[config.mk]
export PLATFORM = sky130hd
export DESIGN_NAME = leg_solver
export DESIGN_NICKNAME = d
export VERILOG_FILES = /design/src/rtl/leg_solver_pkg.sv /design/src/rtl/isqrt_seq.sv /design/src/rtl/leg_solver.sv
export SDC_FILE = /design/constraint.sdc
export NUM_CORES = 1
export LEC_CHECK = 0
export ABC_AREA = 1
export BUFFER_PORTS_ARGS = -buffer_cell sky130_fd_sc_hd__buf_2
export CAP_MARGIN = 20
export CORE_MARGIN = 1.5
export CORE_UTILIZATION = 40
export CTS_BUF_LIST = sky130_fd_sc_hd__clkbuf_8
export DETAILED_ROUTE_END_ITERATION = 16
export PLACE_DENSITY = 0.68
export SYNTH_ARGS = -nofsm -noshare
export SYNTH_HDL_FRONTEND = slang
export SYNTH_HIERARCHICAL = 1
export SYNTH_SLANG_ARGS = --single-unit
[constraint.sdc]
create_clock -name clk -period 2.35 [get_ports clk]
set_input_delay 0.235 -clock clk [delete_from_list [all_inputs] [get_ports clk]]
set_output_delay 0.235 -clock clk [all_outputs]
set_load 0.02 [all_outputs]
[src/rtl/leg_solver_pkg.sv]
`default_nettype none
// ============================================================================
//  Module      : leg_solver_pkg
//  Description : Shared types and constants for the leg solver and its
//                bit-serial square-root engine.
//  Revision    : 1.0 - initial release
// ============================================================================
package leg_solver_pkg;

    localparam int c_width_def = 8;
    localparam int c_cnt_w     = $clog2(c_width_def);

    typedef enum logic [1:0] {
        IDLE   = 2'd0,
        SQUARE = 2'd1,
        DIFF   = 2'd2,
        SQRT   = 2'd3
    } state_t;

    // Counter width for an arbitrary WIDTH, kept at least one bit wide.
    function automatic int cnt_width(input int w);
        return (w > 1) ? $clog2(w) : 1;
    endfunction

endpackage
`default_nettype wire

[src/rtl/isqrt_seq.sv]
`default_nettype none
// ============================================================================
//  Module      : isqrt_seq
//  Description : Bit-serial restoring integer square root, one root bit per
//                step, MSB first.
//  Revision    : 1.0 - initial release
// ============================================================================
module isqrt_seq #(
    parameter int WIDTH = 8
) (
    input  logic                 clk,
    input  logic                 rst,
    input  logic                 load,
    input  logic [2*WIDTH-1:0]   value,
    input  logic                 step,
    output logic [WIDTH-1:0]     root
);

    localparam int c_rem_w = 2*WIDTH + 2;

    logic [c_rem_w-1:0]  r_rem;
    logic [2*WIDTH-1:0]  r_val;
    logic [WIDTH-1:0]    r_root;

    logic [c_rem_w-1:0]  w_rem_sh;
    logic [c_rem_w-1:0]  w_trial;
    logic                w_ge;

    // Bring down the next radicand bit pair and try appending a 1 to the root.
    assign w_rem_sh = (r_rem << 2) | c_rem_w'(r_val[2*WIDTH-1 -: 2]);
    assign w_trial  = {{WIDTH{1'b0}}, r_root, 2'b01};
    assign w_ge     = (w_rem_sh >= w_trial);

    // Root with the bit of the step in progress already resolved, so the
    // caller can capture the final result on the last step edge.
    assign root = {r_root[WIDTH-2:0], w_ge};

    always_ff @(posedge clk or posedge rst) begin
        if (rst) begin
            r_rem  <= '0;
            r_val  <= '0;
            r_root <= '0;
        end else if (load) begin
            r_rem  <= '0;
            r_val  <= value;
            r_root <= '0;
        end else if (step) begin
            r_rem  <= w_ge ? (w_rem_sh - w_trial) : w_rem_sh;
            r_val  <= {r_val[2*WIDTH-3:0], 2'b00};
            r_root <= root;
        end
    end

endmodule
`default_nettype wire

[src/rtl/leg_solver.sv]
`default_nettype none
// ============================================================================
//  Module      : leg_solver
//  Description : Sequential y = floor(sqrt(r^2 - x^2)) using shift-add
//                squaring and a bit-serial square root.
//  Revision    : 1.0 - initial release
// ============================================================================
module leg_solver
    import leg_solver_pkg::*;
#(
    parameter int WIDTH = c_width_def
) (
    input  logic             clk,
    input  logic             rst,
    input  logic             ena,
    input  logic             start,
    input  logic [WIDTH-1:0] r_in,
    input  logic [WIDTH-1:0] x_in,
    output logic [WIDTH-1:0] y_out,
    output logic             err,
    output logic             busy,
    output logic             done
);

    localparam int                 c_cw   = cnt_width(WIDTH);
    localparam logic [c_cw-1:0]    c_last = c_cw'(WIDTH - 1);

    state_t              r_state;
    logic [WIDTH-1:0]    r_r;
    logic [WIDTH-1:0]    r_x;
    logic [2*WIDTH-1:0]  r_r_sq;
    logic [2*WIDTH-1:0]  r_x_sq;
    logic [c_cw-1:0]     r_cnt;
    logic                r_err_pend;

    logic                w_x_gt_r;
    logic [2*WIDTH-1:0]  w_diff;
    logic                w_load;
    logic                w_step;
    logic [WIDTH-1:0]    w_root;

    // x > r would make the difference negative; the root then runs on zero.
    assign w_x_gt_r = (r_x > r_r);
    assign w_diff   = w_x_gt_r ? '0 : (r_r_sq - r_x_sq);
    assign w_load   = ena && (r_state == DIFF);
    assign w_step   = ena && (r_state == SQRT);

    isqrt_seq #(
        .WIDTH (WIDTH)
    ) u_isqrt (
        .clk   (clk),
        .rst   (rst),
        .load  (w_load),
        .value (w_diff),
        .step  (w_step),
        .root  (w_root)
    );

    always_ff @(posedge clk or posedge rst) begin
        if (rst) begin
            r_state    <= IDLE;
            r_r        <= '0;
            r_x        <= '0;
            r_r_sq     <= '0;
            r_x_sq     <= '0;
            r_cnt      <= '0;
            r_err_pend <= 1'b0;
            y_out      <= '0;
            err        <= 1'b0;
            busy       <= 1'b0;
            done       <= 1'b0;
        end else if (ena) begin
            done <= 1'b0;
            case (r_state)
                IDLE: begin
                    if (start) begin
                        r_r        <= r_in;
                        r_x        <= x_in;
                        r_r_sq     <= '0;
                        r_x_sq     <= '0;
                        r_cnt      <= '0;
                        r_err_pend <= 1'b0;
                        busy       <= 1'b1;
                        r_state    <= SQUARE;
                    end
                end
                SQUARE: begin
                    if (r_r[r_cnt])
                        r_r_sq <= r_r_sq + ({{WIDTH{1'b0}}, r_r} << r_cnt);
                    if (r_x[r_cnt])
                        r_x_sq <= r_x_sq + ({{WIDTH{1'b0}}, r_x} << r_cnt);
                    if (r_cnt == c_last) begin
                        r_cnt   <= '0;
                        r_state <= DIFF;
                    end else begin
                        r_cnt <= r_cnt + 1'b1;
                    end
                end
                DIFF: begin
                    r_err_pend <= w_x_gt_r;
                    r_state    <= SQRT;
                end
                SQRT: begin
                    if (r_cnt == c_last) begin
                        r_cnt   <= '0;
                        y_out   <= r_err_pend ? '0 : w_root;
                        err     <= r_err_pend;
                        done    <= 1'b1;
                        busy    <= 1'b0;
                        r_state <= IDLE;
                    end else begin
                        r_cnt <= r_cnt + 1'b1;
                    end
                end
                default: r_state <= IDLE;
            endcase
        end
    end

endmodule
`default_nettype wire

==> results by group <==
Status
  – Run status: finished, violations left
  – Violated checks: setup timing

Synth
  – Synth Area in Simple Gates: approximately 36%
  – Ys flop type: dfrtp_1
  – Ranking of synthesized cells by area: dfrtp_1, nand2_1, ha_1, inv_1, nand3_1
  – Number of synthesized flops with an enable pin: 0
  – Biggest area consumer among synthesized cells: dfrtp_1
  – Post-synthesis mux area share: less than 1%
  – Most frequent cells after synthesis: nand2_1, inv_1, dfrtp_1, nor2_1, nand3_1
  – Post-synthesis compound-gate area fraction: under 10%
  – Asr flop ratio synth: 100%
  – Synthesized area: between 0.008 and 0.009 mm2
  – Net Count, Synth: roughly 1400
  – Most common cell in the netlist: nand2_1
  – XOR/XNOR Fraction of Synth Area: approximately 1.8%
  – Synth warn: 6
  – Cells after Synth: approximately 1300
  – Adder-Cell Fraction of Synth Area: between 10% and 20%
  – Post-synthesis sequential area ratio: 29.4%
  – Synthesized flop and latch total: 105
  – Combinational family with the most area after synthesis: simple AND/OR/NAND/NOR gates
  – Synthesized area per cell: 6.67 um2
  – Area share of the largest cell type after synthesis: 29.4%
  – Post-synth cell types: between 40 and 50

Worst hold path
  – Hold_sp: x_in[6]
  – Hold crit path type: input pin to flip-flop
  – Hold endpoint: r_x[6]
  – WHS Path Cells: 3

STA
  – Final Max Tran Viols: 0
  – F_max: ~410 MHz
  – Worst-margin pin slew: around 0.6 ns
  – Hold Vio Cnt, Final: 0
  – Worst slew margin: 58.9%
  – Final WS setup: -0.0643 ns
  – Tcrit/Tclk final: 103%
  – Clock skew: around 0.024 ns
  – RSZ-0062 raised after global routing: yes
  – Hold slack: 0.0290 ns
  – Final setup vio count: 9
  – Tmin final: around 2.4 ns

Floorplanning
  – CORE AREA: 0.0219 mm2
  – Cell Rows: between 50 and 60
  – Die height: 152 um
  – Initial Util: between 40% and 50%
  – Die area: approximately 0.023 mm2
  – Io pins: 31
  – Die width: 152 um

Setup path
  – CP delay by family, top: simple AND/OR/NAND/NOR gates
  – Worst path most repeated cell: nand2_1
  – CP Max Fanout: 7
  – CP bufs+invs: 2
  – RR Startpoint: r_cnt[0]
  – CP arrival: between 2 and 3 ns
  – R2r worst-path depth: 13
  – R2r setup slk: -0.06 ns
  – CP max-delay cell: dfrtp_2
  – Crit-path max cell delay: about 0.48 ns
  – CP Cell Sequence: buf_6, o21ai_2, buf_4, mux2i_4, nor2_1, ha_4, nand2_2, nand2_1, nand2_1, nand3_2, or2_4, nand3_2, nand2_1
  – CP Capture Type: flip-flop
  – FF-to-FF End: r_x_sq[6]
  – Critical Path RT: approximately 2.7 ns
  – Critical Path Stages: 13
  – CP startpoint kind: flip-flop
  – Crit path kind: flip-flop to flip-flop

Cells and area
  – Area Growth Syn to Fin: 19.7%
  – Nets: around 1500
  – Design area: approximately 0.011 mm2
  – Register Area: 0.00263 mm2
  – Multi-input logic area: slightly below 0.006 mm2
  – Layout cell share with drive strength beyond 1: between 20% and 30%
  – # fillers: about 2200
  – ANT cells: 0

Drt
  – Via count: 8614
  – Post-route ant nets: 0
  – DR pass1 iterations: 5
  – Drt wl/cell: 13.9 um
  – 1st-iter DRT viols: approximately 500
  – Total wire length: approximately 24000 um
  – DR DRC count: 0
  – Vias/cell: ~5.0

GRT
  – Largest net degree at the start of global routing: 66
  – First-pass GRT wire length: ~40000 um
  – Number of global-route vias before repair: roughly 8400
  – GRT Util Overall: between 20 and 25%
  – Grt ovf: 0
  – Initial antenna violation count: 0

Flow run
  – # Max-Cap Violations: 0

Clock tree
  – CTS Buf Count: 9
  – Clk Latency, worst-skew pair: about 0.41 ns
  – Clock Sinks: approximately 110
  – H-tree levels: 3
  – Clock Path Buffers: 2
  – Reg clk slew, reported paths: approximately 0.12 ns
  – Root buffer cell: clkbuf_8
  – CTS tree: done

Placement
  – Final HPWL DP: 17800 um
  – Dpl ws: -0.135 ns
  – Post-place instance area: ~0.0097 mm2
  – # port buffers: 30
  – Gpl congestion: ~0.93
-- layout make-up --
class | count | area share (%)
timing repair inverter | 1 | 0.0819
clock buffer | 9 | 1.16
sequential | 105 | 24.6
multi-input combinational | 988 | 54.3
timing repair buffer | 120 | 8.51
tap | 280 | 3.28
inverter | 208 | 7.42
clock inverter | 6 | 0.644
-- repair_timing --
| action | 4_1_cts | 5_1_grt |
|---|---|---|
| pin swaps | 29 | 64 |
| gates resized for setup | 63 | 131 |
| hold buffers | 1 | 0 |
| hold endpoints to repair | 78 | 0 |
| setup endpoints to repair | 25 | 37 |
| cloned | 1 | 1 |
| buffers inserted | 12 | 8 |
-- through the flow --
step           TNS [ns]  utilization, %  instances
2_1_floorplan         0               -       1339
6_report         -0.322            48.8       1717
3_5_place_dp      -1.44            44.5       1679
4_1_cts         -0.0563            46.6       1708
5_1_grt           -2.19            48.8       1717
3_3_place_gp      -1.04            44.5       1679
-- placed cells by master (no fill, tap or decap), types with 7 or more instances in the layout --
master and n:
inv_1 189, nand2_4 13, nor2_4 8, or2_4 8
nor2_1 83, a21oi_1 32, clkbuf_8 9, o21ai_2 19
nor2_2 12, buf_2 30, xnor2_1 11, a22o_1 8
ha_1 61, nand2_1 421, nand2_2 52, nor3_1 7
inv_2 18, nand4_1 12, o22ai_1 8, nand3b_1 14
a21oi_2 7, buf_4 79, nand3_1 68, xor2_1 7
o21ai_1 17, dfrtp_1 104, o21ai_0 35, nand3_2 26
-- worst max path at each step --
stage | to | startpoint | slack [ns]
4_1_cts | r_x_sq[5] | r_cnt[0] | -0.01
5_1_grt | r_x_sq[15] | r_cnt[0] | -0.17
3_5_place_dp | r_r_sq[12] | r_cnt[0] | -0.13
2_1_floorplan | r_r_sq[8] | r_cnt[0] | 0.01
3_3_place_gp | r_r_sq[8] | r_cnt[0] | -0.12
6_report | r_x_sq[6] | r_cnt[0] | -0.06
-- cell families (layout without fill, tap and decap cells) --
family	Yosys count	after routing
XOR/XNOR	18	18
AO/OA/AOI/OAI	150	150
adder cells (fa/ha/maj)	72	72
multiplexers	8	8
AND/OR/NAND/NOR	740	740
buffers and inverters	246	344
flip-flops	105	105
-- registers in the layout (all words and copies together), names as in the netlist, 2 cells and up --
name / flops
r_x_sq: 16
u_isqrt/r_rem: 16
r_r: 8
r_r_sq: 16
r_state: 2
u_isqrt/r_root: 8
u_isqrt/r_val: 16
r_cnt: 3
y_out: 8
r_x: 8
-- metal layers --
metal	GRT usage (%)	share of wire, %
met5	0	0
met4	6.46	2.6
met3	3.56	4.3
met2	34.2	47
met1	26.9	46
-- worst min-delay path: stages --
cell and delay (ns):
buf_2 0.07, nand2_1 0.04, nand2_1 0.05
Power is not shown: default switching activity piles up to over one toggle a cycle in this logic, so the estimate is an artifact.
